$ cat config.mk
export PLATFORM = sky130hd
export DESIGN_NAME = serial_frame_comparator
export DESIGN_NICKNAME = d
export VERILOG_FILES = /design/src/rtl/serial_frame_comparator.sv
export SDC_FILE = /design/constraint.sdc
export NUM_CORES = 1
export LEC_CHECK = 0
export BUFFER_PORTS_ARGS = -buffer_cell sky130_fd_sc_hd__buf_4
export CAP_MARGIN = 20
export CORE_MARGIN = 2
export CORE_UTILIZATION = 46
export DETAILED_ROUTE_END_ITERATION = 16
export PLACE_DENSITY = 0.8
export SLEW_MARGIN = 5
export SYNTH_ARGS = -nofsm -noshare
export SYNTH_HDL_FRONTEND = slang
export SYNTH_SLANG_ARGS = --single-unit
$ cat constraint.sdc
create_clock -name clk -period 1.46 [get_ports clk]
set_input_delay 0.292 -clock clk [delete_from_list [all_inputs] [get_ports clk]]
set_output_delay 0.292 -clock clk [all_outputs]
set_load 0.01 [all_outputs]
$ cat src/rtl/serial_frame_comparator.sv
// serial_frame_comparator
// Compares two serial bit streams over a frame of FRAME_LEN valid bit pairs.
// Each pair is tested for equality and mismatches are counted. At the end of
// the frame the block reports a match verdict, the error count and a
// one-cycle done pulse.
//
// Ports:
//   clk      in   rising-edge clock
//   rst_n    in   asynchronous active-low reset
//   start    in   begin a frame (sampled only in IDLE)
//   valid    in   a/b carry a bit pair this cycle
//   a, b     in   stream bits
//   busy     out  high while comparing
//   done     out  one-cycle pulse when the frame completes
//   match    out  1 = last frame had zero mismatches (held until next start)
//   err_cnt  out  mismatching bit count of last/current frame
module serial_frame_comparator #(
    parameter  int unsigned FRAME_LEN = 8,
    localparam int unsigned CNT_W     = $clog2(FRAME_LEN + 1)
) (
    input  logic             clk,
    input  logic             rst_n,
    input  logic             start,
    input  logic             valid,
    input  logic             a,
    input  logic             b,
    output logic             busy,
    output logic             done,
    output logic             match,
    output logic [CNT_W-1:0] err_cnt
);

    typedef enum logic [1:0] {
        IDLE    = 2'd0,
        COMPARE = 2'd1,
        DONE    = 2'd2
    } state_t;

    state_t           state;
    logic [CNT_W-1:0] bit_cnt;
    logic [CNT_W-1:0] err_next_c;
    logic             last_bit_c;

    // Running error count including the current pair (XNOR == 0 is a miss).
    always_comb begin
        err_next_c = err_cnt + CNT_W'(~(a ~^ b));
        last_bit_c = (bit_cnt == CNT_W'(FRAME_LEN - 1));
    end

    // Frame sequencer with registered outputs.
    always_ff @(posedge clk or negedge rst_n) begin
        if (!rst_n) begin
            state   <= IDLE;
            bit_cnt <= '0;
            busy    <= 1'b0;
            done    <= 1'b0;
            match   <= 1'b0;
            err_cnt <= '0;
        end else begin
            done <= 1'b0;
            case (state)
                IDLE: begin
                    if (start) begin
                        state   <= COMPARE;
                        busy    <= 1'b1;
                        bit_cnt <= '0;
                        err_cnt <= '0;
                        match   <= 1'b0;
                    end
                end
                COMPARE: begin
                    // valid=0 simply stalls; there is no timeout.
                    if (valid) begin
                        err_cnt <= err_next_c;
                        bit_cnt <= bit_cnt + CNT_W'(1);
                        if (last_bit_c) begin
                            state <= DONE;
                            busy  <= 1'b0;
                            done  <= 1'b1;
                            match <= (err_next_c == '0);
                        end
                    end
                end
                DONE: begin
                    // start is ignored here; it is first seen back in IDLE.
                    state <= IDLE;
                end
                default: begin
                    state <= IDLE;
                    busy  <= 1'b0;
                end
            endcase
        end
    end

endmodule
==> impl_results.md, run 1 <==
- Vias: 487
- Data required, critical path: approximately 1.7 ns
- Total CTS buffers: 3
- Clock slew seen by the registers of the worst setup and hold paths: 0.08 ns
- Netlist cell types: 25
- Max clock buf depth: 2
- Max H-tree Level: 1
- Fin nets: 85
- Slowest stage delay, CP: 0.39 ns
- #FFs+latches synth: 13
- Total gr overflow: 0
- Yosys warning total: 0
- Most frequent cells in the layout: 16 x buf_4, 13 x dfrtp_1, 4 x nor2_1, 4 x a21oi_1
- Placed cell areas: 791 µm²
- Worst setup margin: approximately 0.064 ns
- Peak VDD IR: 1.02 mV
- Starting DRC count in detailed routing: 9
- Core Rows: 13
- Maxcap violations: 0
- Antenna violations before repair: 0
- CP top delay family: adder cells
- Vias in the first global route: 454
- Largest family of logic cells by synthesized area: simple AND/OR/NAND/NOR gates
- Largest net degree at the start of global routing: 14
- CTS tree: done
- Static Leak: ~0.40 nW
- Mux cell area share after synthesis: 0.0547
- Hold Path Class: primary input to flop
- Compound-Gate Fraction of Synth Area: 0.121
- CTS root buf: clkbuf_4
- Die X: between 40 and 50 µm
- Final HPWL DP: 966 µm
- Data arrival time of the worst path: approximately 1.6 ns
- Ant diodes: 0
- Fmax: 0.716 GHz
- Design area: 836 µm²
- Global-route wire length before repair: 1990 µm
- PD cells: 1750 mW/mm²
- Routed vias/inst: 5.41
- Slowest CP cell: dfrtp_1
- Die ar.: 0.00176 mm²
- Ratio of cells with drive above 1 in the final layout: 0.360
- Commonest non-fill, non-tap cell in the layout: buf_4
- DP Worst Slack: -0.158 ns
- Final Cycle Share: 0.956
- CP max FO: 3
- Net count after synthesis: 64
- Max-slew violations: 0
- Synth Area in Simple Gates: 0.209
- Sequential area share after synthesis: 0.491
- Input/output buffers: 12
- DRC: 0
- Largest cells by area after synthesis: dfrtp_1 49%, ha_1 5.7%, a22o_1 4.0%
- XOR/XNOR Fraction of Synth Area: 0.0396
- Die H: about 42 µm
- Fin crit period: 1.40 ns
- CP startpoint kind: flop
- Cell taking the most area after synthesis: dfrtp_1
- WS Path Type: flop to flop
- Core area: around 0.0013 mm²
- Avg Inst Size Synth: 12.1 µm²
- Critical path buffers and inverters: 0
- Status: finished clean
- Clock tree sinks: 13
- I/O pin count: 13
- RSZ-0062 raised after global routing: false
- Worst Skew: 0.000508 ns
- Worst slew margin: 0.783
- Mapped Cells: 55
- Adder-Cell Fraction of Synth Area: 0.0566
- Area growth from synthesis to layout: 26.0%
- Crit end category: flop
- Detailed Route WL: 1280 µm
- Crit path cell chain: ha_1, ha_2, xor2_1, nor4b_2, o2bb2ai_1
- Hold Vio Cnt, Final: 0
- Yosys top cell area share: 0.491
- # setup viols final: 0
- Clock Latency Late Sink: 0.27 ns
- Worst-margin pin slew: 0.326 ns
- WL/cell: roughly 14 µm
- Fillers: 103
- Synthesized area: between 600 and 700 µm²
- GRT Total Usage: 0.154
- Gpl congestion: a little under 0.7
- Post-DRT Antenna Nets: 0
- Initial Util: 0.503
- Post CTS Setup Buffer Count: 0
- Initial DRT Pass Iterations: 4
==> stage by stage <==
stage | total power, mW | TNS, ns | util | cells | hold slack [ns]
floorplan | 0.982 | 0 | - | 55 | -0.00359
finish | 1.46 | 0 | 0.634 | 90 | 0.345
CTS | 1.47 | 0 | 0.632 | 90 | 0.344
global route | 1.55 | 0 | 0.634 | 90 | 0.361
global placement | 1.21 | -0.161 | 0.600 | 85 | 0.143
detailed placement | 1.23 | -0.203 | 0.600 | 85 | 0.149
==> timing repair <==
item | CTS | global route
resized for setup | 1 | 1
endpoints found under the hold margin | 13 | 0
setup endpoints to repair | 1 | 1
hold buffers | 1 | 0
==> cell usage after synthesis <==
library cell and n:
or3_1 2, and2b_2 1, nand2_1 1, o2bb2ai_1 2, mux2_2 1, a21oi_1 4, nor3b_4 1, nand3b_4 1
mux2_4 1, a22o_1 3, buf_6 1, and3b_1 1, mux2i_1 1, nor2_1 4, nand4b_1 1, inv_1 2
nor4b_1 1, o22ai_1 1, xor2_1 3, ha_1 3, o21ai_0 2, nor2_4 1, dfrtp_1 13, nand2b_1 2
nand3_1 2
==> worst register-to-register path, stage by stage, from the launching register on <==
cell,delay [ns]
dfrtp_1,0.39
ha_1,0.22
ha_2,0.19
xor2_1,0.17
nor4b_2,0.21
o2bb2ai_1,0.15
==> per-layer routing <==
metal	vias up	wire (µm)	global-route usage
met3	2	51	0.0302
met1	234	562	0.183
met4	0	15	0.0968
li1	241	-	-
met5	-	0	0
met2	10	647	0.253
==> final cells by class <==
cell class	count	area (µm²)	area share
Clock buffer	4	26.3	0.0314
Inverter	2	7.51	0.00898
Multi-Input combinational cell	39	328	0.392
Sequential cell	13	325	0.389
Tap cell	15	18.8	0.0225
Timing Repair Buffer	17	130	0.156
==> registers in the layout (all words and copies together), names as in the netlist <==
register  flops
match         1
state         2
busy          1
done          1
bit_cnt       4
err_cnt       4
==> cell families after synthesis <==
group	count (synthesis)
flops	13
compound gates	12
mux	3
fa+ha+maj	3
simple gates	18
buf+inv	3
xor+xnor	3
==> final timing paths <==
| kind | end | slack [ns] | start | cells after the start |
|---|---|---|---|---|
| setup / recovery | match$_DFFE_PN0P_ | 0.06 | err_cnt[0]$_DFFE_PN0P_ | 5 |
| hold / removal | err_cnt[3]$_DFFE_PN0P_ | 0.35 | valid | 3 |
| setup reg to reg | match$_DFFE_PN0P_ | 0.06 | err_cnt[0]$_DFFE_PN0P_ | 5 |
| hold reg to reg | err_cnt[2]$_DFFE_PN0P_ | 0.54 | err_cnt[2]$_DFFE_PN0P_ | 1 |
| max in group asynchronous | busy$_DFFE_PN0P_ | 0.89 | rst_n | 2 |
| min in group asynchronous | err_cnt[0]$_DFFE_PN0P_ | 0.41 | rst_n | 2 |
==> report_power, final <==
part,leakage [nW],switching [mW],total [mW],internal [mW]
clock network,0.0150,0.119,0.225,0.106
logic,0.225,0.268,0.619,0.352
registers,0.164,0.132,0.619,0.487
total,0.404,0.519,1.46,0.945
(Power assumes the default switching activity.)
==> run 2, diff against run 1 <==
- SETUP_SLACK_MARGIN: not set -> 0.2
==> run 2 against run 1 <==
Utilization grew 7.4 points. Clock skew grew 0.0019 ns. Wire length grew 19%. Clock-buffer cell count is the same. Power grew 13%.
==> impl_results.md, run 2 (synthesis gave the netlist of run 1 again) <==
- Final HPWL DP: 916 µm (-5.2%)
- CTS root buf: clkbuf_4
- Hold slack: 0.387 ns (+0.0415 ns)
- Most frequent cells in the layout: 23 x buf_4, 12 x dfrtp_1
- GRT Total Usage: 0.180 (+0.0263)
- Detailed Route WL: 1520 µm (+19%)
- Ratio of cells with drive above 1 in the final layout: 0.500 (+0.140)
- Vias in the first global route: 548 (+21%)
- Maxcap violations: 0 (unchanged)
- Total gr overflow: 0 (unchanged)
- CP startpoint kind: flop
- Total CTS buffers: 3 (unchanged)
- Input/output buffers: 12 (unchanged)
- Met1 WL: 632 µm (+12%)
- Met2 WL: 778 µm (+20%)
- Hold Vio Cnt, Final: 0 (unchanged)
- DRC: 0 (unchanged)
- Slowest stage delay, CP: 0.40 ns (about the same)
- Data arrival time of the worst path: 1.58 ns (about the same)
- Biggest regs: bit_cnt (4), err_cnt (4), state (2)
- Design area: 933 µm² (+12%)
- Die H: 42.0 µm (unchanged)
- Data required, critical path: 1.66 ns (about the same)
- Clock tree sinks: 13 (unchanged)
- CTS tree: done
- Post-layout util: 0.708 (+0.0741)
- CP max FO: 2 (-1)
- Global-route wire length before repair: 2400 µm (+21%)
- Starting DRC count in detailed routing: 12 (+3)
- Static Leak: 0.446 nW (+10%)
- Placed cell areas: 796 µm² (+0.63%)
- Max clock buf depth: 2 (unchanged)
- Largest net degree at the start of global routing: 14 (unchanged)
- Initial DRT Pass Iterations: 4 (unchanged)
- Ant diodes: 0 (unchanged)
- # setup viols final: 0 (unchanged)
- Post-DRT Antenna Nets: 0 (unchanged)
- I/O pin count: 13 (unchanged)
- Final Power: 1.65 mW (+13%)
- Slowest CP cell: dfrtp_1
- Crit end category: flop
- Final Cycle Share: 0.944 (-0.0122)
- Clock Latency Late Sink: 0.27 ns (about the same)
- Max H-tree Level: 1 (unchanged)
- Gpl congestion: 0.656 (-5.5%)
- WL met3: 73 µm (+43%)
- Fin crit period: 1.38 ns (-0.0178 ns)
- Clock slew seen by the registers of the worst setup and hold paths: 0.08 ns (about the same)
- RSZ-0062 raised after global routing: true
- WS Path Type: flop to flop
- Die ar.: 0.00176 mm² (unchanged)
- Core Rows: 13 (unchanged)
- Antenna violations before repair: 0 (unchanged)
- Hold Path Class: primary input to flop
- Initial Util: 0.503 (unchanged)
- WL/cell: 15.7 µm (+11%)
- TNS Setup: 0 ns (unchanged)
- Routed vias/inst: 5.73 (+5.9%)
- Vias: 556 (+14%)
- Fmax: 0.726 GHz (+1.3%)
- Max Used Layer: met4
- Status: finished clean
- Crit path cell chain: ha_2, ha_4, xor2_1, nor4b_4, o2bb2ai_1
- Area growth from synthesis to layout: 40.8%
- Die X: 42.0 µm (unchanged)
- Peak VDD IR: 1.10 mV (+8.1%)
- PD cells: 1770 mW/mm² (+0.80%)
- Worst Skew: 0.00243 ns (+0.00193 ns)
- Commonest non-fill, non-tap cell in the layout: buf_4
- Fin nets: 92 (+8.2%)
- Worst-margin pin slew: 0.306 ns (-0.0201 ns)
- Worst slew margin: 0.796 (+0.0134)
- Core area: 0.00132 mm² (unchanged)
- Max-slew violations: 0 (unchanged)
-- run 2: cell count changes in the layout (fill, tap and decap cells not counted), moves of 2 or more --
cell     previous run  this run
buf_4              16        23
a21oi_1             4         2
a21oi_2             0         2
ha_1                2         0
-- run 2: worst paths after layout --
path	depth (start not counted)	end	slack, ns	start
min reg2reg	1	err_cnt[3]$_DFFE_PN0P_	0.55	err_cnt[3]$_DFFE_PN0P_
min	3	err_cnt[3]$_DFFE_PN0P_	0.39	valid
max in group asynchronous	2	state[0]$_DFFE_PN0P_	0.87	rst_n
max reg2reg	5	match$_DFFE_PN0P_	0.08	err_cnt[0]$_DFFE_PN0P_
max	5	match$_DFFE_PN0P_	0.08	err_cnt[0]$_DFFE_PN0P_
min in group asynchronous	2	err_cnt[1]$_DFFE_PN0P_	0.41	rst_n
-- run 2: cell type report --
class	count	area, µm²
clock buffers	4	26.3
fillers	93	384
inverters	2	7.51
multi-input cells	39	372
flip-flops and latches	13	327
well taps	15	18.8
repair buffers	24	183
-- run 2: power by group --
part | leakage (nW) | switching (mW) | internal, mW | total, mW
Sequential | 0.164 | 0.131 | 0.489 | 0.620
Combinational | 0.267 | 0.344 | 0.464 | 0.808
Clock | 0.0150 | 0.114 | 0.106 | 0.220
-- run 2: worst max-delay path, delay by kind of cell (launching register included) --
family | cells | cell delay (ns)
xor+xnor | 1 | 0.18
fa+ha+maj | 2 | 0.38
simple gates | 1 | 0.22
flops | 1 | 0.40
compound gates | 1 | 0.13
-- run 2: metal layers --
layer	vias to the layer above	global-route usage
met5	-	0
met4	0	0.0774
met3	9	0.0302
met2	20	0.294
met1	273	0.236
li1	254	-
-- run 2: timing repair --
| action | CTS | global route |
|---|---|---|
| setup endpoints to repair | 5 | 9 |
| endpoints found under the hold margin | 13 | 0 |
| hold buffers | 1 | 0 |
| gates resized for setup | 7 | 3 |
| pin swaps | 7 | 4 |
| setup buffers | 5 | 2 |
-- run 2: stage by stage --
stage	cells	setup slack, ns
CTS	95	0.0883
floorplan	55	0.0497
finish	97	0.0820
global route	97	0.0376
global placement	85	-0.171
detailed placement	85	-0.188
==> run 3, diff against run 2 <==
- CORE_AREA: not set -> 2 2 39 41
- CORE_MARGIN: 2 -> not set
- CORE_UTILIZATION: 46 -> not set
- DIE_AREA: not set -> 0 0 41 43
- PLACE_DENSITY: 0.8 -> 0.82
- clock period: 1.46 -> 1.6 ns (I/O delays scaled with it)
==> run 3 against run 2 <==
Sequential share of layout area rose by 3.6 points. Critical endpoint unchanged. Clock power shrank 8%. Non-clock buffer count down 8. Highest routed layer unchanged.
==> impl_results.md, run 3 (synthesis gave the netlist of run 1 again) <==
- Worst Skew: 0.00258 ns (+0.000146 ns)
- CP max FO: 3 (+1)
- GRT Total Usage: 0.182 (+0.00149)
- Fmax: 0.728 GHz (+0.37%)
- Slowest CP cell: dfrtp_1
- Vias: 475 (-15%)
- Clock Latency Late Sink: 0.28 ns (about the same)
- Detailed Route WL: 1160 µm (-24%)
- Max-slew violations: 0 (unchanged)
- Total CTS buffers: 3 (unchanged)
- Final Cycle Share: 0.858 (-0.0858)
- Final HPWL DP: 860 µm (-6.1%)
- Hold Path Class: primary input to flop
- Post-DRT Antenna Nets: 0 (unchanged)
- RSZ-0062 raised after global routing: true
- DRC: 0 (unchanged)
- Ant diodes: 0 (unchanged)
- Most frequent cells in the layout: 15 x buf_4, 13 x dfrtp_1, 4 x nor2_1, 4 x a21oi_1
- Ratio of cells with drive above 1 in the final layout: 0.378 (-0.122)
- Hold Vio Cnt, Final: 0 (unchanged)
- CP top delay family: flip-flops
- PD cells: 1560 mW/mm² (-12%)
- Worst setup margin: 0.227 ns (+0.145 ns)
- Input/output buffers: 12 (unchanged)
- Antenna violations before repair: 0 (unchanged)
- Static Leak: 0.397 nW (-11%)
- Total gr overflow: 0 (unchanged)
- Max H-tree Level: 1 (unchanged)
- DP Worst Slack: -0.0566 ns (+0.132 ns)
- Fin nets: 84 (-8.7%)
- I/O pin count: 13 (unchanged)
- Post-layout util: 0.609 (-0.0990)
- Worst-margin pin slew: 0.294 ns (-0.0112 ns)
- Core area: 0.00138 mm² (+5.0%)
- Max clock buf depth: 2 (unchanged)
- Data arrival time of the worst path: 1.57 ns (about the same)
- Die H: 43 µm (+2.5%)
- WS Path Type: flop to flop
- Clock slew seen by the registers of the worst setup and hold paths: 0.08 ns (about the same)
- Status: finished clean
- Biggest regs: bit_cnt (4), err_cnt (4), state (2)
- CP startpoint kind: flop
- Crit path cell chain: ha_2, ha_4, xor2_1, nor4b_2, o2bb2ai_1
- Area growth from synthesis to layout: 27.2%
- Routed vias/inst: 5.28 (-7.9%)
- TNS Setup: 0 ns (unchanged)
- WL/cell: 12.9 µm (-18%)
- Peak VDD IR: 0.909 mV (-17%)
- Core Rows: 14 (+1)
- CTS root buf: clkbuf_4
- Commonest non-fill, non-tap cell in the layout: buf_4
- # setup viols final: 0 (unchanged)
- Initial DRT Pass Iterations: 4 (unchanged)
- Maxcap violations: 0 (unchanged)
- Clock tree sinks: 13 (unchanged)
- Critical path buffers and inverters: 0 (unchanged)
- Data required, critical path: 1.80 ns (+0.14 ns)
- Slowest stage delay, CP: 0.38 ns (-0.02 ns)
- Worst slew margin: 0.804 (+0.00749)
- Initial Util: 0.479 (-0.0241)
- Die ar.: 0.00176 mm² (about the same)
- Starting DRC count in detailed routing: 8 (-4)
- Fin crit period: 1.37 ns (-0.00506 ns)
- Largest net degree at the start of global routing: 14 (unchanged)
- CTS tree: done
- Gpl congestion: 0.695 (+6.0%)
- Crit end category: flop
- Global-route wire length before repair: 2030 µm (-16%)
- Die X: 41 µm (-2.3%)
- Vias in the first global route: 471 (-14%)
## run 3: cell types whose count changed in the layout (fill, tap and decap cells not counted), sizes merged
cell  before  now
buf       23   15
## run 3: timing repair
item                       CTS  global route
hold buffers                 1             0
gates resized for setup      1             1
hold endpoints to repair    13             0
pin swaps                    2             1
buffers inserted             1             2
setup endpoints to repair    1             2
## run 3: layer usage
layer | up-vias | GRT usage | part of all wire
li1 | 237 | - | -
met1 | 226 | 0.235 | 0.45
met2 | 7 | 0.247 | 0.48
met3 | 5 | 0.0628 | 0.034
met4 | 0 | 0.120 | 0.031
met5 | - | 0 | 0
## run 3: layout make-up
type	instances	area [µm²]
Fill cell	112	541
Multi-Input combinational cell	39	342
Sequential cell	13	325
Timing Repair Buffer	16	123
Clock buffer	4	26.3
Tap cell	16	20.0
Inverter	2	7.51
## run 3: final timing paths
| path | end | depth (start not counted) | slack (ns) | startpoint |
|---|---|---|---|---|
| worst max-delay path | match$_DFFE_PN0P_ | 5 | 0.23 | err_cnt[0]$_DFFE_PN0P_ |
| worst min-delay path | err_cnt[3]$_DFFE_PN0P_ | 3 | 0.37 | valid |
| worst max register to register | match$_DFFE_PN0P_ | 5 | 0.23 | err_cnt[0]$_DFFE_PN0P_ |
| worst min register to register | bit_cnt[1]$_DFFE_PN0P_ | 1 | 0.53 | bit_cnt[1]$_DFFE_PN0P_ |
| max in group asynchronous | bit_cnt[3]$_DFFE_PN0P_ | 2 | 1.03 | rst_n |
| min in group asynchronous | err_cnt[2]$_DFFE_PN0P_ | 2 | 0.41 | rst_n |
## run 3: metrics by stage
stage	total power, mW	cells	cell area (µm²)	hold slack [ns]
2_1_floorplan	0.917	55	678	0.0244
3_3_place_gp	1.07	82	777	0.172
3_5_place_dp	1.09	82	777	0.177
4_1_cts	1.32	88	827	0.362
5_1_grt	1.43	90	843	0.380
6_report	1.31	90	843	0.368
## run 3: worst register-to-register path, cell delays in order (launching register included)
cell,delay (ns)
dfrtp_1,0.38
ha_2,0.21
ha_4,0.16
xor2_1,0.17
nor4b_2,0.23
o2bb2ai_1,0.15
## run 3: where the power goes
part	leakage (nW)	switching (mW)	internal, mW
Combinational	0.218	0.236	0.308
Clock	0.0150	0.106	0.0968
Sequential	0.164	0.120	0.445
Total	0.397	0.462	0.850
